<file path="src/rtl/chain_score_pipe.sv">
// Pipelined anchor-pair chaining score: min(dr, dq, w) - gap_cost(|dr - dq|), saturating.
// Optional band/distance rejection is built when CHAIN_SCORE_BAND_CHECK_EN is defined.
module chain_score_pipe #(
  parameter int DW   = 32,
  parameter int AW   = 16,
  parameter int FRAC = 8,
  parameter int TAGW = 16
) (
  input  logic            clk,
  input  logic            reset,
  input  logic            in_valid,
  output logic            in_ready,
  input  logic [DW-1:0]   ri,
  input  logic [DW-1:0]   rj,
  input  logic [DW-1:0]   qi,
  input  logic [DW-1:0]   qj,
  input  logic [DW-1:0]   w,
  input  logic [AW-1:0]   avg_span,
  input  logic [DW-1:0]   max_dist,
  input  logic [DW-1:0]   bw,
  input  logic [TAGW-1:0] in_tag,
  output logic            out_valid,
  input  logic            out_ready,
  output logic [DW-1:0]   out_score,
  output logic            out_ok,
  output logic [TAGW-1:0] out_tag
);
  localparam int PW  = DW + 2 + AW;
  localparam int LW  = PW - FRAC;
  localparam int LGW = $clog2(DW + 2);
  localparam logic [LW:0] CMAX = {{(LW - DW + 2){1'b0}}, {(DW-1){1'b1}}};

  function automatic logic [LGW-1:0] msb_idx(input logic [DW+1:0] x);
    msb_idx = '0;
    for (int k = 0; k < DW + 2; k++)
      if (x[k]) msb_idx = LGW'(k);
  endfunction

  // vld_pipe[0] is the input register, vld_pipe[4] the output register
  logic [4:0] vld_pipe;
  logic       stall;

  logic [DW-1:0]   s0_ri, s0_rj, s0_qi, s0_qj, s0_w, s0_md, s0_bw;
  logic [AW-1:0]   s0_avg;
  logic [TAGW-1:0] s0_tag;

  logic signed [DW:0] s1_dr, s1_dq;
  logic [DW-1:0]      s1_w, s1_md, s1_bw;
  logic [AW-1:0]      s1_avg;
  logic [TAGW-1:0]    s1_tag;

  logic [DW+1:0]      s2_dd;
  logic signed [DW:0] s2_mn;
  logic               s2_ok;
  logic [DW-1:0]      s2_w;
  logic [AW-1:0]      s2_avg;
  logic [TAGW-1:0]    s2_tag;

  logic signed [DW+1:0] s3_a;
  logic [LW-1:0]        s3_lin;
  logic [LGW-1:0]       s3_lg;
  logic                 s3_dz, s3_ok;
  logic [TAGW-1:0]      s3_tag;

  assign stall     = vld_pipe[4] && !out_ready;
  assign in_ready  = !stall && !reset;
  assign out_valid = vld_pipe[4];

  // S1: signed deltas
  logic signed [DW:0] dr_n, dq_n;
  assign dr_n = $signed({1'b0, s0_ri}) - $signed({1'b0, s0_rj});
  assign dq_n = $signed({1'b0, s0_qi}) - $signed({1'b0, s0_qj});

  // S2: gap, min delta, legality
  logic signed [DW+1:0] diff;
  logic [DW+1:0]        dd_n;
  logic signed [DW:0]   mn_n;
  logic                 ok_n;
  assign diff = $signed({s1_dr[DW], s1_dr}) - $signed({s1_dq[DW], s1_dq});
  assign dd_n = diff[DW+1] ? DW'(0) - diff : diff;
  assign mn_n = (s1_dr < s1_dq) ? s1_dr : s1_dq;
`ifdef CHAIN_SCORE_BAND_CHECK_EN
  assign ok_n = (s1_dr > 0) && (s1_dq > 0)
             && ($signed({s1_dr[DW], s1_dr}) <= $signed({2'b00, s1_md}))
             && ($signed({s1_dq[DW], s1_dq}) <= $signed({2'b00, s1_md}))
             && (dd_n <= {2'b00, s1_bw});
`else
  logic unused_band;
  assign unused_band = ^{s1_md, s1_bw};
  assign ok_n = (s1_dr > 0) && (s1_dq > 0);
`endif

  // S3: capped match length, linear and log gap terms
  logic signed [DW+1:0] a_n;
  logic [PW-1:0]        prod;
  logic [LW-1:0]        lin_n;
  logic [LGW-1:0]       lg_n;
  assign a_n   = ($signed({s2_mn[DW], s2_mn}) < $signed({2'b00, s2_w})) ?
                 {s2_mn[DW], s2_mn} : {2'b00, s2_w};
  assign prod  = PW'(s2_dd) * PW'(s2_avg);
  assign lin_n = LW'(prod >> FRAC);
  assign lg_n  = msb_idx(s2_dd) >> 1;

  // S4: saturate cost, clamp score, force minimum for rejected pairs
  logic [LW:0]          cost_sum;
  logic [DW-2:0]        cost_c;
  logic signed [DW+1:0] sc, sc_c;
  logic [DW-1:0]        score_n;
  assign cost_sum = s3_dz ? '0 : {1'b0, s3_lin} + (LW+1)'(s3_lg);
  assign cost_c   = (cost_sum > CMAX) ? '1 : cost_sum[DW-2:0];
  assign sc       = s3_a - $signed({3'b000, cost_c});
  assign sc_c     = (sc > $signed({3'b000, {(DW-1){1'b1}}})) ? $signed({3'b000, {(DW-1){1'b1}}}) :
                    (sc < $signed({3'b111, {(DW-1){1'b0}}})) ? $signed({3'b111, {(DW-1){1'b0}}}) : sc;
  assign score_n  = s3_ok ? DW'(sc_c) : {1'b1, {(DW-1){1'b0}}};

  always_ff @(posedge clk) begin
    if (reset) begin
      vld_pipe <= '0;
      s0_ri <= '0; s0_rj <= '0; s0_qi <= '0; s0_qj <= '0;
      s0_w <= '0; s0_md <= '0; s0_bw <= '0; s0_avg <= '0; s0_tag <= '0;
      s1_dr <= '0; s1_dq <= '0; s1_w <= '0; s1_md <= '0; s1_bw <= '0;
      s1_avg <= '0; s1_tag <= '0;
      s2_dd <= '0; s2_mn <= '0; s2_ok <= 1'b0; s2_w <= '0; s2_avg <= '0; s2_tag <= '0;
      s3_a <= '0; s3_lin <= '0; s3_lg <= '0; s3_dz <= 1'b0; s3_ok <= 1'b0; s3_tag <= '0;
      out_score <= '0; out_ok <= 1'b0; out_tag <= '0;
    end else if (!stall) begin
      vld_pipe <= {vld_pipe[3:0], in_valid};
      s0_ri <= ri; s0_rj <= rj; s0_qi <= qi; s0_qj <= qj;
      s0_w <= w; s0_md <= max_dist; s0_bw <= bw; s0_avg <= avg_span; s0_tag <= in_tag;
      s1_dr <= dr_n; s1_dq <= dq_n; s1_w <= s0_w; s1_md <= s0_md; s1_bw <= s0_bw;
      s1_avg <= s0_avg; s1_tag <= s0_tag;
      s2_dd <= dd_n; s2_mn <= mn_n; s2_ok <= ok_n; s2_w <= s1_w; s2_avg <= s1_avg;
      s2_tag <= s1_tag;
      s3_a <= a_n; s3_lin <= lin_n; s3_lg <= lg_n; s3_dz <= (s2_dd == '0);
      s3_ok <= s2_ok; s3_tag <= s2_tag;
      out_score <= score_n; out_ok <= s3_ok; out_tag <= s3_tag;
    end
  end
endmodule

</file>
<file path="config.mk">
export PLATFORM = sky130hd
export DESIGN_NAME = chain_score_pipe
export DESIGN_NICKNAME = d
export VERILOG_FILES = /design/src/rtl/chain_score_pipe.sv
export SDC_FILE = /design/constraint.sdc
export NUM_CORES = 2
export LEC_CHECK = 0
export ABC_CLOCK_PERIOD_IN_PS = 7350
export BUFFER_PORTS_ARGS = -buffer_cell sky130_fd_sc_hd__buf_4
export CAP_MARGIN = 30
export CORE_MARGIN = 2
export CORE_UTILIZATION = 50
export CTS_CLUSTER_SIZE = 20
export DETAILED_ROUTE_END_ITERATION = 7
export PLACE_DENSITY_LB_ADDON = 0.05
export SYNTH_ARGS = -nofsm -noshare
export SYNTH_HDL_FRONTEND = slang
export SYNTH_SLANG_ARGS = --single-unit
export TNS_END_PERCENT = 1
</file>
<file path="constraint.sdc">
create_clock -name clk -period 7.35 [get_ports clk]
set_clock_uncertainty 0.1 [all_clocks]
set_input_delay 1.8375 -clock clk [delete_from_list [all_inputs] [get_ports clk]]
set_output_delay 1.8375 -clock clk [all_outputs]
set_load 0.02 [all_outputs]
</file>
==> run_results.csv <==
group,metric,value,unit
clock_network,numCtsBuffers,61,
sta,achievable-frequency,143,MHz
sta,timing.max_slew.rel_slack,0.203,
global_routing,grt_pass1_vias,37800,
die,initial_core_util,0.503,
final_layout,area_delta_synth_final,11.1,%
logic_synthesis,synthesis.instances,5844,
route,met1Wirelength,60500,µm
route,dr_wl_met2,57300,µm
place,port_buffers,246,
logic_synthesis,ys_dominant_reg_cell,"dfxtp_1",
power_and_ir_drop,ir_worst_vdd,0.000215,V
global_routing,grt_start_max_net_pins,218,
route,detail-route-antenna-nets,0,
sta,unrepaired_setup_endpoints_after_global_routing,"false",
critical_path,rr_worst_depth,26,
clock_network,clock_tree.htree_level_count,2,
clock_network,postCtsSetupRepairBufs,0,
power_and_ir_drop,cellInternalPower,7730,µW
route,avgViaCountPerCell,5.37,
route,detailedRoute.firstPassIterationCount,5,
logic_synthesis,synthDominantCellAreaShare,0.259,
power_and_ir_drop,total_power,13100,µW
run,cap_violations,0,
critical_path,cp.required,7.74,ns
sta,final_min_period,6.97,ns
final_layout,final_net_count,6911,
worst_hold_path,hold_path_class,"flip-flop to flip-flop",
logic_synthesis,async_set_or_reset_register_ratio_after_synthesis,0,
route,routedWlPerCell,17.7,µm
route,number_of_vias_in_the_routed_layout,38800,
sta,setup_violations,0,
critical_path,crit_path_max_fanout,9,
logic_synthesis,sequential_share_of_the_synthesized_area,0.259,
place,placed_area,49900,µm²
logic_synthesis,number_of_flops_mapped_to_enable_cells_by_yosys,0,
die,placeableCoreArea,93000,µm²
power_and_ir_drop,power.switching_fraction,0.408,
logic_synthesis,ys.warnings.count,0,
route,drt_drc_violations_left,0,
route,first_iter_violations,2872,
outcome,status,"finished clean",
global_routing,grt_first_pass_wirelength,207000,µm
final_layout,finalInstanceArea,52000,µm²
logic_synthesis,synth.lib_cells_used.distinct,78,
route,maxUsedRoutingLayer,"met5",
logic_synthesis,synth_top_cell_by_area,"dfxtp_1",
clock_network,cts_tree,"yes",
clock_network,numClockSinks,606,
die,die_h,310,µm
critical_path,critPathLaunchType,"flip-flop",
power_and_ir_drop,combPwrFrac,0.429,
final_layout,most-common-layout-cells,"nand2_1 (1,377), a21oi_1 (663), inv_1 (597), dfxtp_1 (597), fa_1 (450)",
critical_path,setup.worst_path.class,"flip-flop to flip-flop",
critical_path,end_kind,"flip-flop",
final_layout,antenna_cells,0,
die,die_area,96000,µm²
logic_synthesis,synth_nets,6839,
global_routing,initial_antenna_violation_count,1,
power_and_ir_drop,power_frac_seq,0.330,
place,post-dp-hpwl,98700,µm
die,pin_count,311,
critical_path,critical_path_arrival,7.36,ns
place,place.gp.congestion,0.916,
sta,slew_viol_final,0,
final_layout,final.fill_count,9032,
logic_synthesis,synthesis.area_per_instance,8.00,µm²
power_and_ir_drop,power_density,251,nW/µm²
global_routing,grt_util_all_layers,0.268,
power_and_ir_drop,p_sw,5320,µW
die,rows,112,
sta,post-route-period-util,0.949,
power_and_ir_drop,power.share.clock,0.241,
final_layout,post_route_cells_drive_above_1_share,0.0905,
logic_synthesis,netlist_top_cells_area,"dfxtp_1 (26%), fa_1 (19%), nand2_1 (11%)",
clock_network,cts_buffer_depth,3,
final_layout,mostFrequentLayoutCell,"nand2_1",
logic_synthesis,ys_ff_latch,606,
die,die_width,310,µm
route,routed_wirelength,127000,µm
sta,finalHoldViolations,0,
clock_network,clk_pin_slew_worst_paths,0.06,ns
global_routing,global_route.overflow_total,0,
logic_synthesis,synth.cell_area,46800,µm²
clock_network,clk-insertion-delay-late,0.66,ns
clock_network,ctsRootBufferMaster,"clkbuf_16",
route,route.met3.wl,6140,µm
final_layout,final_core_util,0.558,
worst_hold_path,hold_path_depth,2,
sta,totalNegativeSetupSlack,0,ns
power_and_ir_drop,power.leakage,0.0227,µW
sta,timing_worst_slew_pin_value,1.19,ns
## cell type report
type	count	area, µm²	share of cell area
Multi-Input combinational cell	4277	31100	0.598
Sequential cell	606	12100	0.234
Timing Repair Buffer	373	2920	0.0562
Inverter	597	2240	0.0431
Clock buffer	90	1790	0.0344
Tap cell	1254	1570	0.0302
Clock inverter	22	243	0.00467
## power by group through the flow
stage	Clock [µW]	Sequential [µW]	Combinational (µW)
2_1_floorplan	0	3960	4070
3_3_place_gp	0	4360	5510
3_5_place_dp	0	4360	5540
4_1_cts	3210	4290	5600
5_1_grt	3330	4340	6220
6_report	3140	4310	5600
## cell usage after synthesis, drive strengths merged, types with 34 or more instances
cell       n
dfxtp    606
inv      597
nand4     39
nor2     176
ha       285
and2     174
a21o     122
clkbuf   335
mux2i     36
nor4      34
nand2   1377
a211oi    78
xor2      75
fa       450
a21oi    665
xnor2    116
nor3      55
nor2b     38
o21ai    193
nand3     67
## kinds of logic after synthesis
kind of cell,after synthesis,synth area share
AOI/OAI and AO/OA,1255,0.160
xor gates and xnor gates,191,0.0358
adders and majority gates,735,0.269
buffers and inverters,961,0.0777
DFF,606,0.259
muxes,38,0.00819
and+or+nand+nor,2058,0.190
## worst max-delay path: stages, from the launching register on
cell      delay [ns]
dfxtp_1         0.63
buf_4           0.26
nand2_1         0.09
fa_1            0.50
fa_1            0.52
inv_1           0.06
fa_1            0.52
inv_1           0.06
fa_1            0.49
fa_1            0.51
inv_1           0.05
fa_1            0.44
ha_1            0.34
a21oi_1         0.17
o31ai_1         0.09
a31oi_1         0.15
o21ai_1         0.14
a211oi_1        0.26
buf_4           0.20
a211oi_1        0.07
buf_4           0.16
nor3_2          0.27
nor2_1          0.10
buf_4           0.16
a31oi_1         0.19
xor2_1          0.17
o21ai_0         0.08
## layer usage
metal | global-route usage | vias up
li1 | - | 19100
met1 | 0.388 | 18600
met2 | 0.425 | 861
met3 | 0.0286 | 163
met4 | 0.0707 | 4
met5 | 0 | -
## stage by stage
stage / setup slack [ns] / hold slack, ns / std cells
2_1_floorplan: 0.545 / 0.332 / 5844
3_3_place_gp: 0.140 / 0.339 / 7104
3_5_place_dp: 0.171 / 0.343 / 7107
4_1_cts: 0.0780 / 0.352 / 7219
5_1_grt: 0.0161 / 0.362 / 7219
6_report: 0.377 / 0.348 / 7219
## flip-flops by register name (all words and copies together), names as in the netlist, 5 cells and up
signal / cells
out_score: 32
out_tag: 16
s0_avg: 16
s0_qi: 32
s0_qj: 32
s0_ri: 32
s0_rj: 32
s0_tag: 16
s0_w: 32
s1_avg: 16
s1_dq: 33
s1_dr: 33
s1_tag: 16
s1_w: 32
s2_avg: 16
s2_dd: 34
s2_mn: 33
s2_tag: 16
s2_w: 32
s3_a: 33
s3_lg: 5
s3_lin: 42
s3_tag: 16
vld_pipe: 5
## worst paths after layout
check | from | endpoint | slack, ns
setup / recovery | s2_dd[8] | s3_lin[38] | 0.38
hold / removal | out_tag[12] | out_tag[12] | 0.35
setup reg to reg | s2_dd[8] | s3_lin[38] | 0.38
hold reg to reg | out_tag[12] | out_tag[12] | 0.35
## timing repair
item                                    CTS  global route
endpoints found under the setup margin    0            16
hold endpoints to repair                  0             0
hold buffers                              0             0
resized for setup                         0            12
No activity file was read; power rests on OpenSTA's default activity.
